==> config.mk <==
export PLATFORM = sky130hd
export DESIGN_NAME = alu_result_reader
export DESIGN_NICKNAME = d
export VERILOG_FILES = /design/src/rtl/alu_result_reader.sv
export SDC_FILE = /design/constraint.sdc
export NUM_CORES = 1
export LEC_CHECK = 0
export BUFFER_PORTS_ARGS = -buffer_cell sky130_fd_sc_hd__buf_4
export CORE_MARGIN = 3
export CORE_UTILIZATION = 57
export DETAILED_ROUTE_END_ITERATION = 16
export PLACE_DENSITY_LB_ADDON = 0.3
export SKIP_CTS_REPAIR_TIMING = 1
export SYNTH_ARGS = -nofsm -noshare
export SYNTH_HDL_FRONTEND = slang
export SYNTH_SLANG_ARGS = --single-unit
==> constraint.sdc <==
create_clock -name CLOCK_50 -period 4.54 [get_ports CLOCK_50]
set_input_delay 0.454 -clock CLOCK_50 [delete_from_list [all_inputs] [get_ports CLOCK_50]]
set_output_delay 0.454 -clock CLOCK_50 [all_outputs]
set_load 0.02 [all_outputs]
==> src/rtl/alu_result_reader.sv <==
// alu_result_reader
//   Read-back side of the switch-entered ALU datapath. Captures a 32-bit ALU
//   result plus its Z/O/C/N flags on a one-cycle strobe. The result is shown
//   on HEX3..HEX0 in two 16-bit pages (low/high). HEX4 shows the page letter
//   (L/H) and HEX5 shows the flags. KEY inputs are synchronized and debounced.
//
// Ports
//   CLOCK_50      system clock, rising edge
//   reset         asynchronous, active-high
//   result        ALU result bus (sampled only when result_valid=1)
//   z, o, c, n    ALU zero/overflow/carry/negative flags
//   result_valid  single-cycle capture strobe
//   page_n        raw KEY, active-low: a press toggles the page
//   clear_n       raw KEY, active-low: a press blanks the display
//   HEX0..HEX5    active-low segments {g,f,e,d,c,b,a}, registered
//   page_hi       1 = result[31:16] displayed
//   loaded        1 = a captured value is held
//
// Build option
//   AUTO_PAGE_EN  when defined, the page also toggles every PAGE_CYCLES
//                 cycles while a value is shown.

module alu_result_debounce #(
    parameter int DEBOUNCE_CYCLES = 50000
) (
    input  logic CLOCK_50,
    input  logic reset,
    input  logic key_n,
    output logic press
);
    localparam int CW = $clog2(DEBOUNCE_CYCLES + 1);

    logic [1:0]    sync;
    logic          level;   // accepted level, 1 = released
    logic          armed;   // set once a stable release has been seen
    logic [CW-1:0] cnt;
    logic          last;

    assign last = (cnt == CW'(DEBOUNCE_CYCLES - 1));

    always_ff @(posedge CLOCK_50 or posedge reset) begin
        if (reset) begin
            sync  <= 2'b11;
            level <= 1'b1;
            armed <= 1'b0;
            cnt   <= '0;
        end else begin
            sync <= {sync[0], key_n};
            if (!armed) begin
                // A key held through reset must be seen released before it
                // can produce a press.
                if (!sync[1])  cnt <= '0;
                else if (last) begin
                    armed <= 1'b1;
                    cnt   <= '0;
                end else       cnt <= cnt + CW'(1);
            end else if (sync[1] == level) begin
                cnt <= '0;
            end else if (last) begin
                level <= sync[1];
                cnt   <= '0;
            end else begin
                cnt <= cnt + CW'(1);
            end
        end
    end

    // Pulses in the cycle the accepted level falls 1->0.
    assign press = armed & level & ~sync[1] & last;
endmodule

module alu_result_reader #(
    parameter int DEBOUNCE_CYCLES = 50000,
    parameter int PAGE_CYCLES     = 25000000
) (
    input  logic        CLOCK_50,
    input  logic        reset,
    input  logic [31:0] result,
    input  logic        z,
    input  logic        o,
    input  logic        c,
    input  logic        n,
    input  logic        result_valid,
    input  logic        page_n,
    input  logic        clear_n,
    output logic [6:0]  HEX0,
    output logic [6:0]  HEX1,
    output logic [6:0]  HEX2,
    output logic [6:0]  HEX3,
    output logic [6:0]  HEX4,
    output logic [6:0]  HEX5,
    output logic        page_hi,
    output logic        loaded
);
    if (DEBOUNCE_CYCLES < 3) $error("DEBOUNCE_CYCLES must be at least 3");
    if (PAGE_CYCLES < 1)     $error("PAGE_CYCLES must be at least 1");

    typedef enum logic [1:0] {EMPTY, SHOW_LO, SHOW_HI} state_t;

    localparam logic [6:0] BLANK = 7'h7F;
    localparam logic [6:0] SEG_L = 7'b1000111;
    localparam logic [6:0] SEG_H = 7'b0001001;

    function automatic logic [6:0] seg7(input logic [3:0] v);
        case (v)
            4'h0: seg7 = 7'b1000000;  4'h1: seg7 = 7'b1111001;
            4'h2: seg7 = 7'b0100100;  4'h3: seg7 = 7'b0110000;
            4'h4: seg7 = 7'b0011001;  4'h5: seg7 = 7'b0010010;
            4'h6: seg7 = 7'b0000010;  4'h7: seg7 = 7'b1111000;
            4'h8: seg7 = 7'b0000000;  4'h9: seg7 = 7'b0010000;
            4'hA: seg7 = 7'b0001000;  4'hB: seg7 = 7'b0000011;
            4'hC: seg7 = 7'b1000110;  4'hD: seg7 = 7'b0100001;
            4'hE: seg7 = 7'b0000110;  default: seg7 = 7'b0001110;
        endcase
    endfunction

    // Key 0 = page, key 1 = clear.
    logic [1:0] key_raw;
    logic [1:0] key_press;
    assign key_raw = {clear_n, page_n};

    alu_result_debounce #(.DEBOUNCE_CYCLES(DEBOUNCE_CYCLES)) u_db [1:0] (
        .CLOCK_50 (CLOCK_50),
        .reset    (reset),
        .key_n    (key_raw),
        .press    (key_press)
    );

    state_t      state, state_nxt;
    logic        cap_en;
    logic        page_evt;
    logic        clr_evt;
    logic [31:0] cap_val;
    logic [3:0]  cap_flags;   // {z,o,c,n}

    assign clr_evt = key_press[1];

`ifdef AUTO_PAGE_EN
    logic [31:0] page_cnt;
    logic        auto_tick;

    assign auto_tick = (state != EMPTY) && (page_cnt == 32'(PAGE_CYCLES - 1));
    assign page_evt  = key_press[0] | auto_tick;

    // Any page change, capture or trip through EMPTY restarts the interval.
    always_ff @(posedge CLOCK_50 or posedge reset) begin
        if (reset)
            page_cnt <= '0;
        else if (state == EMPTY || state_nxt == EMPTY || cap_en || page_evt)
            page_cnt <= '0;
        else
            page_cnt <= page_cnt + 32'd1;
    end
`else
    assign page_evt = key_press[0];
`endif

    always_comb begin
        state_nxt = state;
        cap_en    = 1'b0;
        case (state)
            EMPTY: begin
                if (result_valid) begin
                    cap_en    = 1'b1;
                    state_nxt = SHOW_LO;
                end
            end
            default: begin
                // clear > result_valid > page; losers are dropped.
                if (clr_evt) begin
                    state_nxt = EMPTY;
                end else if (result_valid) begin
                    cap_en    = 1'b1;
                    state_nxt = SHOW_LO;
                end else if (page_evt) begin
                    state_nxt = (state == SHOW_LO) ? SHOW_HI : SHOW_LO;
                end
            end
        endcase
    end

    always_ff @(posedge CLOCK_50 or posedge reset) begin
        if (reset) begin
            state     <= EMPTY;
            cap_val   <= '0;
            cap_flags <= '0;
        end else begin
            state <= state_nxt;
            if (cap_en) begin
                cap_val   <= result;
                cap_flags <= {z, o, c, n};
            end
        end
    end

    // Display decode, registered one edge behind state/capture.
    logic [15:0]     digits;
    logic [5:0][6:0] hex_d, hex_q;

    assign digits = (state == SHOW_HI) ? cap_val[31:16] : cap_val[15:0];

    always_comb begin
        hex_d = {6{BLANK}};
        if (state != EMPTY) begin
            for (int i = 0; i < 4; i++)
                hex_d[i] = seg7(digits[i*4 +: 4]);
            hex_d[4] = (state == SHOW_HI) ? SEG_H : SEG_L;
            // Flag segments light when set: a=Z, g=O, d=C, f=N.
            hex_d[5][0] = ~cap_flags[3];
            hex_d[5][6] = ~cap_flags[2];
            hex_d[5][3] = ~cap_flags[1];
            hex_d[5][5] = ~cap_flags[0];
        end
    end

    always_ff @(posedge CLOCK_50 or posedge reset) begin
        if (reset) begin
            hex_q   <= {6{BLANK}};
            page_hi <= 1'b0;
            loaded  <= 1'b0;
        end else begin
            hex_q   <= hex_d;
            page_hi <= (state == SHOW_HI);
            loaded  <= (state != EMPTY);
        end
    end

    assign HEX0 = hex_q[0];
    assign HEX1 = hex_q[1];
    assign HEX2 = hex_q[2];
    assign HEX3 = hex_q[3];
    assign HEX4 = hex_q[4];
    assign HEX5 = hex_q[5];
endmodule

==> summary.md <==
| Metric | Value |
|---|---|
| Post-synth EDFFs | `0` |
| Grt peak-use layer | `met2` |
| Async SR Flop Fraction | `100%` |
| Post-route ant nets | `0` |
| Drt total wl | `11.1 mm` |
| First-pass GRT wire length | `18.6 mm` |
| Leading area contributor after synthesis | `dfrtp_1` |
| Final WS setup | `1.64 ns` |
| Core area | `9910 um^2` |
| DRC viols | `0` |
| Critical Path AT | `3.33 ns` |
| GP Congestion | `0.859` |
| Die height | `108 um` |
| Slowest-stage cell, CP | `nor2b_4` |
| Routed vias/inst | `5.43` |
| Worst slack, placed | `1.64 ns` |
| CP startpoint | `state[1]` |
| GRT overflow | `0` |
| Worst slew margin | `26.9%` |
| Slew @ Worst Pin | `1.07 ns` |
| Syn Inst Count | `481` |
| Post-Syn Area | `5880 um^2` |
| Number of H-tree levels | `4` |
| Critical path buffers and inverters | `1` |
| Final Skew | `0.00589 ns` |
| Slew Limit Fails | `0` |
| Post-route cell area | `7090 um^2` |
| CP Data Required Time | `4.97 ns` |
| Final core utilization | `71.5%` |
| Clk pin slew, worst setup/hold paths | `0.06 ns` |
| Peak per-stage delay on the critical path | `0.84 ns` |
| FMAX | `345 MHz` |
| Hold_sp | `page_n` |
| Top Ports | `85` |
| Crit path cell chain | `nor2b_4 > mux2i_1 > inv_1 > ha_1 > or3_1 > o221ai_1 > nand2_1` |
| Crit-path leading delay family | `simple AND/OR/NAND/NOR gates` |
| Hold Crit Class | `input pin to flop` |
| Most common cell in the netlist | `dfrtp_1` |
| Post-synthesis register bit count | `115` |
| Met1 usage in global routing | `26.4%` |
| Initial antenna violation count | `0` |
| Peak VDD IR | `0.000341 V` |
| Clock Latency Late Sink | `0.51 ns` |
| Final Cycle Share | `63.8%` |
| Total Routing Usage GR | `20.8%` |
| Synthesis-to-layout area growth | `20.4%` |
| WL/cell | `15.8 um` |
| Cell Rows | `36` |
| Status | `finished clean` |
| Post-synth top flop | `dfrtp_1` |
| Setup Viol. Count Final | `0` |
| Post-synth top area share | `31.5%` |
| CTS tree | `built` |
| Worst r2r src | `state[1]` |
| Initial Util | `59.4%` |
| Number of buffers created by CTS | `17` |
| PwrDens | `437 nW/um^2` |
| Non-Filler Instances | `703` |
| CTS Sinks | `115` |
| Max-cap violations | `0` |
| GRT met2 Usage | `33.4%` |
| Crit path capture type | `flop` |
| Pin count of the biggest net entering global routing | `83` |
| DR vias | `3,815` |
| First-pass detailed-route iteration total | `4` |
| Clk buf depth | `2` |
| Leak Pwr | `3.28 nW` |
| Top cells by count, synth | `dfrtp_1 (74), nor2_1 (42), dfstp_2 (41)` |
| GR Util met3 | `6.06%` |
| Ys Warns | `0` |
| HPWL Detailed | `7.57 mm` |
| Placed Area | `6440 um^2` |
| Chip width | `108 um` |
| Post-synth cell types | `54` |
| RSZ-0062 raised after global routing | `no` |
| Share of layout cells above drive strength 1 | `37.4%` |
| Antenna cell count | `0` |
| Worst setup path category | `flop to flop` |
| NumNets Final | `629` |
| Setup TNS | `0 ns` |
| Post-Place Cells | `672` |
| Sequential share of the synthesized area | `49.8%` |
| IO buf count | `80` |
| Crit path time final | `2.90 ns` |
| Crit path max fanout | `22` |
| Top post-synthesis cells by area | `dfrtp_1 (31%), dfstp_2 (18%), mux2_4 (8.4%)` |
| Crit start category | `flop` |
| Clk root buf | `clkbuf_8` |
| Final hold violations | `0` |
| DIE AREA | `11,600 um^2` |
| Vias in the first global route | `3,842` |
| DRT iter0 DRCs | `169` |
| Syn_area_per_cell | `12.2 um^2` |
[state kept, by name, summed over array words and instances (netlist names), 2 cells and up]
| signal | count |
|---|---|
| HEX0 | 7 |
| HEX1 | 7 |
| HEX2 | 7 |
| HEX3 | 7 |
| HEX4 | 3 |
| HEX5 | 4 |
| cap_flags | 4 |
| cap_val | 32 |
| state | 2 |
| u_db.armed | 2 |
| u_db.cnt | 32 |
| u_db.level | 2 |
| u_db.sync | 4 |
[layout make-up]
cell class,instances,area [um^2]
Sequential cell,115,2930
Fill cell,725,2820
Multi-Input combinational cell,323,2660
Timing Repair Buffer,82,616
Clock buffer,19,432
Clock inverter,12,210
Tap cell,133,166
Inverter,19,73.8
[routing by layer]
layer	part of all wire, %	routed length (um)
met1	44	4930
met2	49	5470
met3	5.0	552
met4	1.6	182
met5	0	0
[logic make-up after synthesis]
| family | count (synthesis) | synth area share [%] |
|---|---|---|
| multiplexers | 65 | 15.2 |
| AO/OA/AOI/OAI | 59 | 6.93 |
| AND/OR/NAND/NOR | 135 | 12.0 |
| buffers and inverters | 46 | 5.21 |
| other | 1 | 0.0637 |
| flip-flops | 115 | 49.8 |
| XOR/XNOR | 30 | 4.47 |
| adder cells (fa/ha/maj) | 30 | 6.38 |
[where the power goes]
group | leakage [nW] | total [mW] | internal [mW] | switching [mW]
Sequential | 1.37 | 1.19 | 1.15 | 0.0471
Combinational | 1.59 | 0.453 | 0.210 | 0.244
Clock | 0.321 | 1.45 | 1.01 | 0.440
[stage by stage]
stage | total power [mW] | hold slack (ns)
floorplan | 1.51 | 0.345
global placement | 1.65 | 0.348
detailed placement | 1.66 | 0.347
CTS | 3.13 | 0.0127
global route | 3.22 | 0.0175
finish | 3.09 | 0.0426
[cell usage in the layout, fill, tap and decap left out, types with 7 or more instances in the layout]
cell type / netlist / routed
a21oi_1: 13 / 13
and3_1: 13 / 13
buf_4: 8 / 82
clkbuf_16: 0 / 16
dfrtp_1: 74 / 74
dfstp_2: 41 / 41
ha_1: 30 / 30
inv_1: 18 / 17
mux2_2: 13 / 13
mux2_4: 33 / 33
mux2i_1: 14 / 14
nand2_1: 32 / 32
nand3_1: 11 / 11
nor2_1: 42 / 42
o21ai_0: 7 / 7
o221ai_1: 13 / 13
xnor2_1: 18 / 18
xor2_1: 12 / 12
[worst paths after layout]
| kind | endpoint | slack, ns | cells past startpoint |
|---|---|---|---|
| max | HEX0[0] | 1.64 | 7 |
| min | u_db[0].sync[0] | 0.04 | 1 |
| max reg2reg | HEX0[0] | 1.64 | 7 |
| min reg2reg | u_db[1].sync[1] | 0.36 | 0 |
| max in group asynchronous | HEX1[3] | 3.33 | 3 |
| min in group asynchronous | u_db[1].cnt[3] | 0.17 | 2 |
(Power assumes the default switching activity.)
